===== src/rtl/div_seq.sv =====
// div_seq: request/result sequencer around the 64/32 unsigned pipelined divider.
// It turns 32-bit signed or unsigned requests into unsigned divider operands.
// It holds those operands steady for the divider latency, then applies the
// sign fix-up and the divide-by-zero rule, and presents the result on a
// valid/ready port.
//
// Handshake: a request transfers on a clk edge where req_valid & req_ready.
// A result transfers on an edge where res_valid & res_ready. Once raised,
// res_valid and res_* hold until that transfer. req_ready depends only on
// the FSM state.
module div_seq #(
   parameter int LATENCY = 16
) (
   input  logic        clk,
   input  logic        rstn,
   input  logic        req_valid,
   output logic        req_ready,
   input  logic        req_signed,
   input  logic [31:0] req_x,
   input  logic [31:0] req_d,
   output logic [63:0] div_x,
   output logic [31:0] div_d,
   input  logic [31:0] div_q,
   input  logic [31:0] div_r,
   output logic        res_valid,
   input  logic        res_ready,
   output logic [31:0] res_q,
   output logic [31:0] res_r,
   output logic        res_dz
);

   localparam int CW = $clog2(LATENCY + 1);

   typedef enum logic [1:0] {
      IDLE = 2'd0,
      BUSY = 2'd1,
      DONE = 2'd2
   } state_t;

   state_t          state;
   state_t          state_next;
   logic [CW-1:0]   count;
   logic            neg_q;
   logic            neg_r;
   logic            dz_pend;
   logic [31:0]     dz_x;
   logic            accept;
   logic            capture;
   logic            release_res;
   logic [31:0]     ax;
   logic [31:0]     ad;

   assign req_ready = (state == IDLE);

   // Next-state logic and the three transfer strobes.
   always_comb begin
      state_next  = state;
      accept      = 1'b0;
      capture     = 1'b0;
      release_res = 1'b0;
      case (state)
         IDLE: begin
            accept = req_valid;
            if (req_valid) state_next = BUSY;
         end
         BUSY: begin
            capture = (count == '0);
            if (count == '0) state_next = DONE;
         end
         DONE: begin
            release_res = res_ready;
            if (res_ready) state_next = IDLE;
         end
         default: state_next = IDLE;
      endcase
   end

   // Magnitudes of the operands (a 32-bit negate, so |0x80000000| stays 0x80000000).
   always_comb begin
      ax = (req_signed & req_x[31]) ? (32'd0 - req_x) : req_x;
      ad = (req_signed & req_d[31]) ? (32'd0 - req_d) : req_d;
   end

   // State register.
   always_ff @(posedge clk) begin
      if (!rstn) state <= IDLE;
      else       state <= state_next;
   end

   // Operand capture, latency counter and result registers.
   // A zero divisor takes the BUSY state with the counter already at 0.
   // Its result therefore appears one edge after accept, and the divider is untouched.
   always_ff @(posedge clk) begin
      if (!rstn) begin
         count     <= '0;
         neg_q     <= 1'b0;
         neg_r     <= 1'b0;
         dz_pend   <= 1'b0;
         dz_x      <= 32'd0;
         div_x     <= 64'd0;
         div_d     <= 32'd0;
         res_valid <= 1'b0;
         res_q     <= 32'd0;
         res_r     <= 32'd0;
         res_dz    <= 1'b0;
      end else begin
         if (accept) begin
            if (req_d == 32'd0) begin
               dz_pend <= 1'b1;
               dz_x    <= req_x;
               count   <= '0;
            end else begin
               dz_pend <= 1'b0;
               neg_q   <= req_signed & (req_x[31] ^ req_d[31]);
               neg_r   <= req_signed & req_x[31];
               div_x   <= {32'd0, ax};
               div_d   <= ad;
               count   <= CW'(LATENCY);
            end
         end else if ((state == BUSY) && (count != '0)) begin
            count <= count - CW'(1);
         end

         if (capture) begin
            res_valid <= 1'b1;
            if (dz_pend) begin
               res_q  <= 32'hFFFF_FFFF;
               res_r  <= dz_x;
               res_dz <= 1'b1;
            end else begin
               res_q  <= neg_q ? (32'd0 - div_q) : div_q;
               res_r  <= neg_r ? (32'd0 - div_r) : div_r;
               res_dz <= 1'b0;
            end
         end else if (release_res) begin
            res_valid <= 1'b0;
         end
      end
   end

endmodule

===== config.mk =====
export PLATFORM = sky130hd
export DESIGN_NAME = div_seq
export DESIGN_NICKNAME = d
export VERILOG_FILES = /design/src/rtl/div_seq.sv
export SDC_FILE = /design/constraint.sdc
export NUM_CORES = 1
export LEC_CHECK = 0
export ABC_AREA = 1
export CAP_MARGIN = 10
export CORE_MARGIN = 2
export CORE_UTILIZATION = 34
export CTS_CLUSTER_SIZE = 8
export DETAILED_ROUTE_END_ITERATION = 8
export SYNTH_ARGS = -nofsm -noshare
export SYNTH_HDL_FRONTEND = slang
export SYNTH_SLANG_ARGS = --single-unit

===== constraint.sdc =====
create_clock -name clk -period 4.38 [get_ports clk]
set_input_delay 0.876 -clock clk [delete_from_list [all_inputs] [get_ports clk]]
set_output_delay 0.876 -clock clk [all_outputs]
set_load 0.05 [all_outputs]

==> impl_metrics.tcl, run 1 <==
set metrics [dict create \
    swShare_pct 38.50 \
    overflow 0 \
    slew_headroom_pct 39.10 \
    grt_pass1_vias 10453 \
    ys.flop_type "dfxtp_1" \
    cts.sinks 172 \
    cts_tree "done" \
    via_per_inst 4.883 \
    track_usage_pct 21.90 \
    status "finished, final reports clean" \
    drc 0 \
    yosysSeqAreaShare_pct 33.22 \
    final_antenna_net_count 0 \
    syn_area_per_cell_um2 6.108 \
    cts_buffer_depth 2 \
    dpl.hpwl_um 26780 \
    ios 296 \
    synth-edff-count 0 \
    post-cts-setup-buffer-count 0 \
    switching_power_mw 1.867 \
    power_frac_seq_pct 36.7 \
    design.core.area_um2 29800 \
    cts_buffers 17 \
    worst_pin_slew_ns 0.9135 \
    ys_types 38 \
    clock_latency_ns 0.43 \
    die_x_um 178.6 \
    crit_type "in -> reg" \
    synthCells 1697 \
    yosysWarnings 0 \
    dieHeight_um 178.6 \
    areaGrowthSynthToFinish_pct 32.99 \
    nNetsFinal 2066 \
    finalMaxSlewViolations 0 \
    grt_pass1_wl_um 54940 \
    leakage_nw 5.675 \
    crit_path_end_kind "flop" \
    worstSetupStartpointType "input port" \
    post_drt_wl_per_cell_um 15.23 \
    combPwrFrac_pct 33.3 \
    clockRootBuffer "clkbuf_16" \
    antenna_found_initial 1 \
    vias 11377 \
    critPathArrivalTime_ns 3.15 \
    io_buffers 263 \
    layout-drive-gt1-share_pct 3.868 \
    hold_violations 0 \
    ir_drop_v 0.0002393 \
    path_clk_slew_ns 0.08 \
    dr.first_iter.drc_count 887 \
    clock.fmax_mhz 354.4 \
    syn_area_um2 10360 \
    start_util_pct 34.79 \
    routed_wl_um 35490 \
    clock_power_share_pct 30.0 \
    fin_skew_ns 0.01535 \
    ys_async_sr_fraction_pct 0 \
    gp_congestion 0.8833 \
    required_ns 4.71 \
    drv_cap 0 \
    final_cell_mix "nand2_1, nor2_1, clkdlybuf4s50_1, dfxtp_1, inv_1" \
    cts_resized 0 \
    dieArea_um2 31900 \
    h-tree-depth 4 \
    layout_commonest_cell "nand2_1" \
    setup_viol 0 \
    rows 63 \
    firstDrtPassIters 5 \
    min_period_ns 2.822 \
    rsz0062_at_grt "false" \
    fin_util_pct 46.26 \
    pwr_density_cell_nw_per_um2 351.8 \
    timing.final.crit_share_pct 64.43 \
    intPower_mw 2.982 \
    cts-hold-fix-buffers 0 \
    ys_seq_elements 172 \
    grt_max_degree 77 \
    tns_ns 0 \
    worstPathMaxFanout 15 \
    hold_class "reg -> reg" \
]
[sequential cells by signal, summed over array words and instances, names as in the netlist]
| signal | count |
|---|---|
| neg_r | 1 |
| res_q | 32 |
| dz_pend | 1 |
| res_valid | 1 |
| div_d | 32 |
| div_x | 32 |
| dz_x | 32 |
| res_dz | 1 |
| state | 2 |
| res_r | 32 |
| neg_q | 1 |
| count | 5 |
[power groups by stage]
stage	clock, mW	combinational, mW	sequential (mW)
6_report	1.45	1.62	1.78
5_1_grt	1.56	1.74	1.79
4_1_cts	1.49	1.62	1.78
3_5_place_dp	0	1.62	1.81
3_3_place_gp	0	1.61	1.81
2_1_floorplan	0	0.626	2.23
[worst max-delay path, cell delays in order]
cell             delay [ns]
clkdlybuf4s50_1        0.52
nand2_1                0.49
clkinv_1               0.49
buf_4                  0.33
nand2_1                0.12
o211ai_1               0.10
a21oi_1                0.17
nor2_1                 0.05
[cell usage after synthesis (all sizes together), types with 5 or more instances]
cell type / instances / area (µm²)
nor3: 8 / 45.04
nand3b: 13 / 97.59
or2: 7 / 43.79
xnor2: 13 / 113.9
nand3: 151 / 765.7
nand4: 18 / 112.6
a21oi: 127 / 635.6
ha: 5 / 62.56
nand2: 461 / 1733
o21ai: 122 / 610.6
o211ai: 5 / 37.54
clkbuf: 43 / 161.4
nor2: 275 / 1057
buf: 58 / 377.9
xor2: 32 / 280.3
dfxtp: 172 / 3443
inv: 157 / 589.3
a31oi: 16 / 100.1
[final cells by class]
cell class,count,area (µm²)
multi-input cells,1295,5908
fillers,3106,16010
clock buffers,18,439.2
flip-flops and latches,172,3443
clock inverters,12,107.6
inverters,160,600.6
diodes,1,2.502
well taps,390,488.0
repair buffers,282,2795
[metal layers]
layer	up-vias	wire (µm)	GRT usage, %
met5	-	0	0
met4	0	715	6.572
met3	27	2206	4.327
met2	349	16890	36.89
met1	5159	15670	28.19
li1	5842	-	-
[through the flow]
step	std cells	area [µm²]	total power [mW]	hold slack, ns	worst slack (ns)
2_1_floorplan	1728	10480	2.854	0.4388	2.057
3_3_place_gp	2299	13240	3.427	0.4495	1.181
3_5_place_dp	2299	13240	3.430	0.4531	1.146
4_1_cts	2329	13780	4.895	0.4638	1.584
5_1_grt	2330	13780	5.098	0.4859	1.417
6_report	2330	13780	4.849	0.4613	1.558
[kinds of logic (layout without fill, tap and decap cells)]
logic type               count (synthesis)  count (layout)  share of synthesized area [%]
AND/OR/NAND/NOR                        934             934                          37.25
AO/OA/AOI/OAI                          279             279                          14.09
buffers and inverters                  261             472                          11.00
flip-flops                             172             172                          33.22
XOR/XNOR                                45              45                          3.803
adder cells (fa/ha/maj)                  5               5                         0.6036
other                                    1              33                        0.03618
[worst paths after layout]
path                                            start                      to  slack [ns]  depth (start not counted)
worst max-delay path                        req_d[31]  div_d[15]$_SDFFE_PN0P_        1.56                          8
worst min-delay path            dz_x[11]$_SDFFE_PN0P_   dz_x[11]$_SDFFE_PN0P_        0.46                          2
worst min register to register  dz_x[11]$_SDFFE_PN0P_   dz_x[11]$_SDFFE_PN0P_        0.46                          2
worst max register to register  count[0]$_SDFFE_PN0P_  res_r[17]$_SDFFE_PN0P_        2.12                         10
(Power assumes the default switching activity.)
==> inputs of run 2 (changes only) <==
==> constraint.sdc (replaced) <==
create_clock -name clk -period 2.9 [get_ports clk]
set_input_delay 0.58 -clock clk [delete_from_list [all_inputs] [get_ports clk]]
set_output_delay 0.58 -clock clk [all_outputs]
set_load 0.05 [all_outputs]
==> impl_metrics.tcl, run 2 (synthesized netlist as in run 1, its figures left out) <==
set metrics [dict create \
    status "finished, final reports clean" \
    dieArea_um2 31900 \
    cts_buffer_depth 2 \
    dp.cells 2312 \
    cts.sinks 172 \
    pwr_density_cell_nw_per_um2 535.1 \
    combPwrFrac_pct 33.0 \
    via_per_inst 4.904 \
    drc 0 \
    areaGrowthSynthToFinish_pct 34.50 \
    ios 296 \
    die_x_um 178.6 \
    swShare_pct 39.13 \
    crit_path_end_kind "primary output" \
    cts_buffers 17 \
    finalMaxSlewViolations 0 \
    rsz0062_at_grt "false" \
    vias 11496 \
    routed_wl_um 35950 \
    clock_power_share_pct 31.0 \
    cts_tree "done" \
    crit_type "reg -> out" \
    start_util_pct 34.79 \
    diodes 0 \
    critPathArrivalTime_ns 1.82 \
    grt_max_degree 77 \
    setup_viol 0 \
    gp_congestion 0.8643 \
    hold_violations 0 \
    clock_latency_ns 0.44 \
    antenna_found_initial 0 \
    power_frac_seq_pct 36.0 \
    overflow 0 \
    drv_cap 0 \
    rows 63 \
    clock.fmax_mhz 415.9 \
    timing.final.crit_share_pct 82.91 \
    required_ns 2.32 \
    fin_cells 2344 \
    hold_class "reg -> reg" \
    worstPathMaxFanout 5 \
    dpl-instance-area_um2 13350 \
    min_period_ns 2.404 \
    design.core.area_um2 29800 \
    dieHeight_um 178.6 \
    cts_resized 0 \
    clockRootBuffer "clkbuf_16" \
    cts-hold-fix-buffers 0 \
    slew_headroom_pct 47.33 \
    fill_cells 3098 \
    layout-drive-gt1-share_pct 4.606 \
    io_buffers 263 \
    tns_ns 0 \
    final_antenna_net_count 0 \
    finalInstanceArea_um2 13940 \
    cp_cell_sequence "nor2_1, clkdlybuf4s50_1" \
    path_clk_slew_ns 0.07 \
    switching_power_mw 2.919 \
    h-tree-depth 4 \
    ir_drop_v 0.0004050 \
    final-seq-area_um2 3443 \
    worstSetupStartpointType "flop" \
    intPower_mw 4.541 \
    slowest_stage "clkdlybuf4s50_1" \
    dr.first_iter.drc_count 689 \
    grt_pass1_wl_um 55680 \
    max_stage_delay_ns 0.85 \
    fin_skew_ns 0.01811 \
    post-cts-setup-buffer-count 0 \
    dpl.hpwl_um 27150 \
    final_cell_mix "nand2_1, nor2_1, clkdlybuf4s50_1, dfxtp_1, inv_1" \
    firstDrtPassIters 5 \
    grt_pass1_vias 10671 \
    worst_pin_slew_ns 0.7900 \
    cp_num_buf_inv 1 \
    leakage_nw 5.775 \
    multi_input_area_um2 5908 \
    layout_commonest_cell "nand2_1" \
    post_drt_wl_per_cell_um 15.34 \
    track_usage_pct 22.26 \
    cpLargestDelayFamily "buffers and inverters" \
    nNetsFinal 2079 \
]
[run 2: cell count changes in the layout (fill, tap and decap cells not counted)]
| cell | delta |
|---|---|
| buf_12 | +1 |
| buf_4 | +12 |
| clkbuf_8 | -1 |
| clkinv_4 | +1 |
| clkinv_8 | +3 |
| clkinvlp_4 | -3 |
| diode_2 | -1 |
| inv_6 | -2 |
| inv_8 | +4 |
[run 2: cell type report]
cell class	instances	area share, %
tap	390	3.500
sequential	172	24.70
clock inverter	15	1.221
timing repair buffer	295	20.84
inverter	160	4.308
multi-input combinational	1295	42.38
clock buffer	17	3.052
[run 2: worst reg2reg max path: stages, from the launching register on]
cell	delay, ns
dfxtp_1	0.32
inv_1	0.10
ha_1	0.18
inv_1	0.07
nor3_2	0.20
nand3_2	0.22
nor2_4	0.18
inv_2	0.13
a21oi_1	0.13
o21ai_0	0.17
buf_4	0.20
a21oi_1	0.11
[run 2: worst paths after layout]
path         depth (start not counted)  slack [ns]                endpoint             startpoint
max reg2reg                         11        0.86  res_r[14]$_SDFFE_PN0P_  count[0]$_SDFFE_PN0P_
max                                  2        0.50               req_ready  state[1]$_SDFFE_PN0P_
min reg2reg                          2        0.46    dz_x[6]$_SDFFE_PN0P_   dz_x[6]$_SDFFE_PN0P_
min                                  2        0.46    dz_x[6]$_SDFFE_PN0P_   dz_x[6]$_SDFFE_PN0P_
[run 2: power by group through the flow]
stage	Combinational (mW)	Sequential [mW]	Clock (mW)
2_1_floorplan	0.945	3.36	0
3_3_place_gp	2.45	2.74	0
3_5_place_dp	2.47	2.73	0
4_1_cts	2.48	2.68	2.37
5_1_grt	2.66	2.71	2.46
6_report	2.47	2.68	2.31
[run 2: routing by layer]
metal  GRT usage [%]  wire length [µm]
met1           27.88             15690
met2           38.22             17180
met3           4.220              2185
met4           7.453               896
met5               0                 0
[run 2: through the flow]
stage | setup WS (ns) | util, % | hold WS (ns) | power (mW)
global placement | 0.2774 | 44.79 | 0.4497 | 5.190
finish | 0.4956 | 46.79 | 0.4623 | 7.460
CTS | 0.4275 | 46.79 | 0.4640 | 7.531
global route | 0.3481 | 46.79 | 0.4707 | 7.820
detailed placement | 0.1999 | 44.79 | 0.4525 | 5.199
floorplan | 0.7399 | - | 0.4388 | 4.310
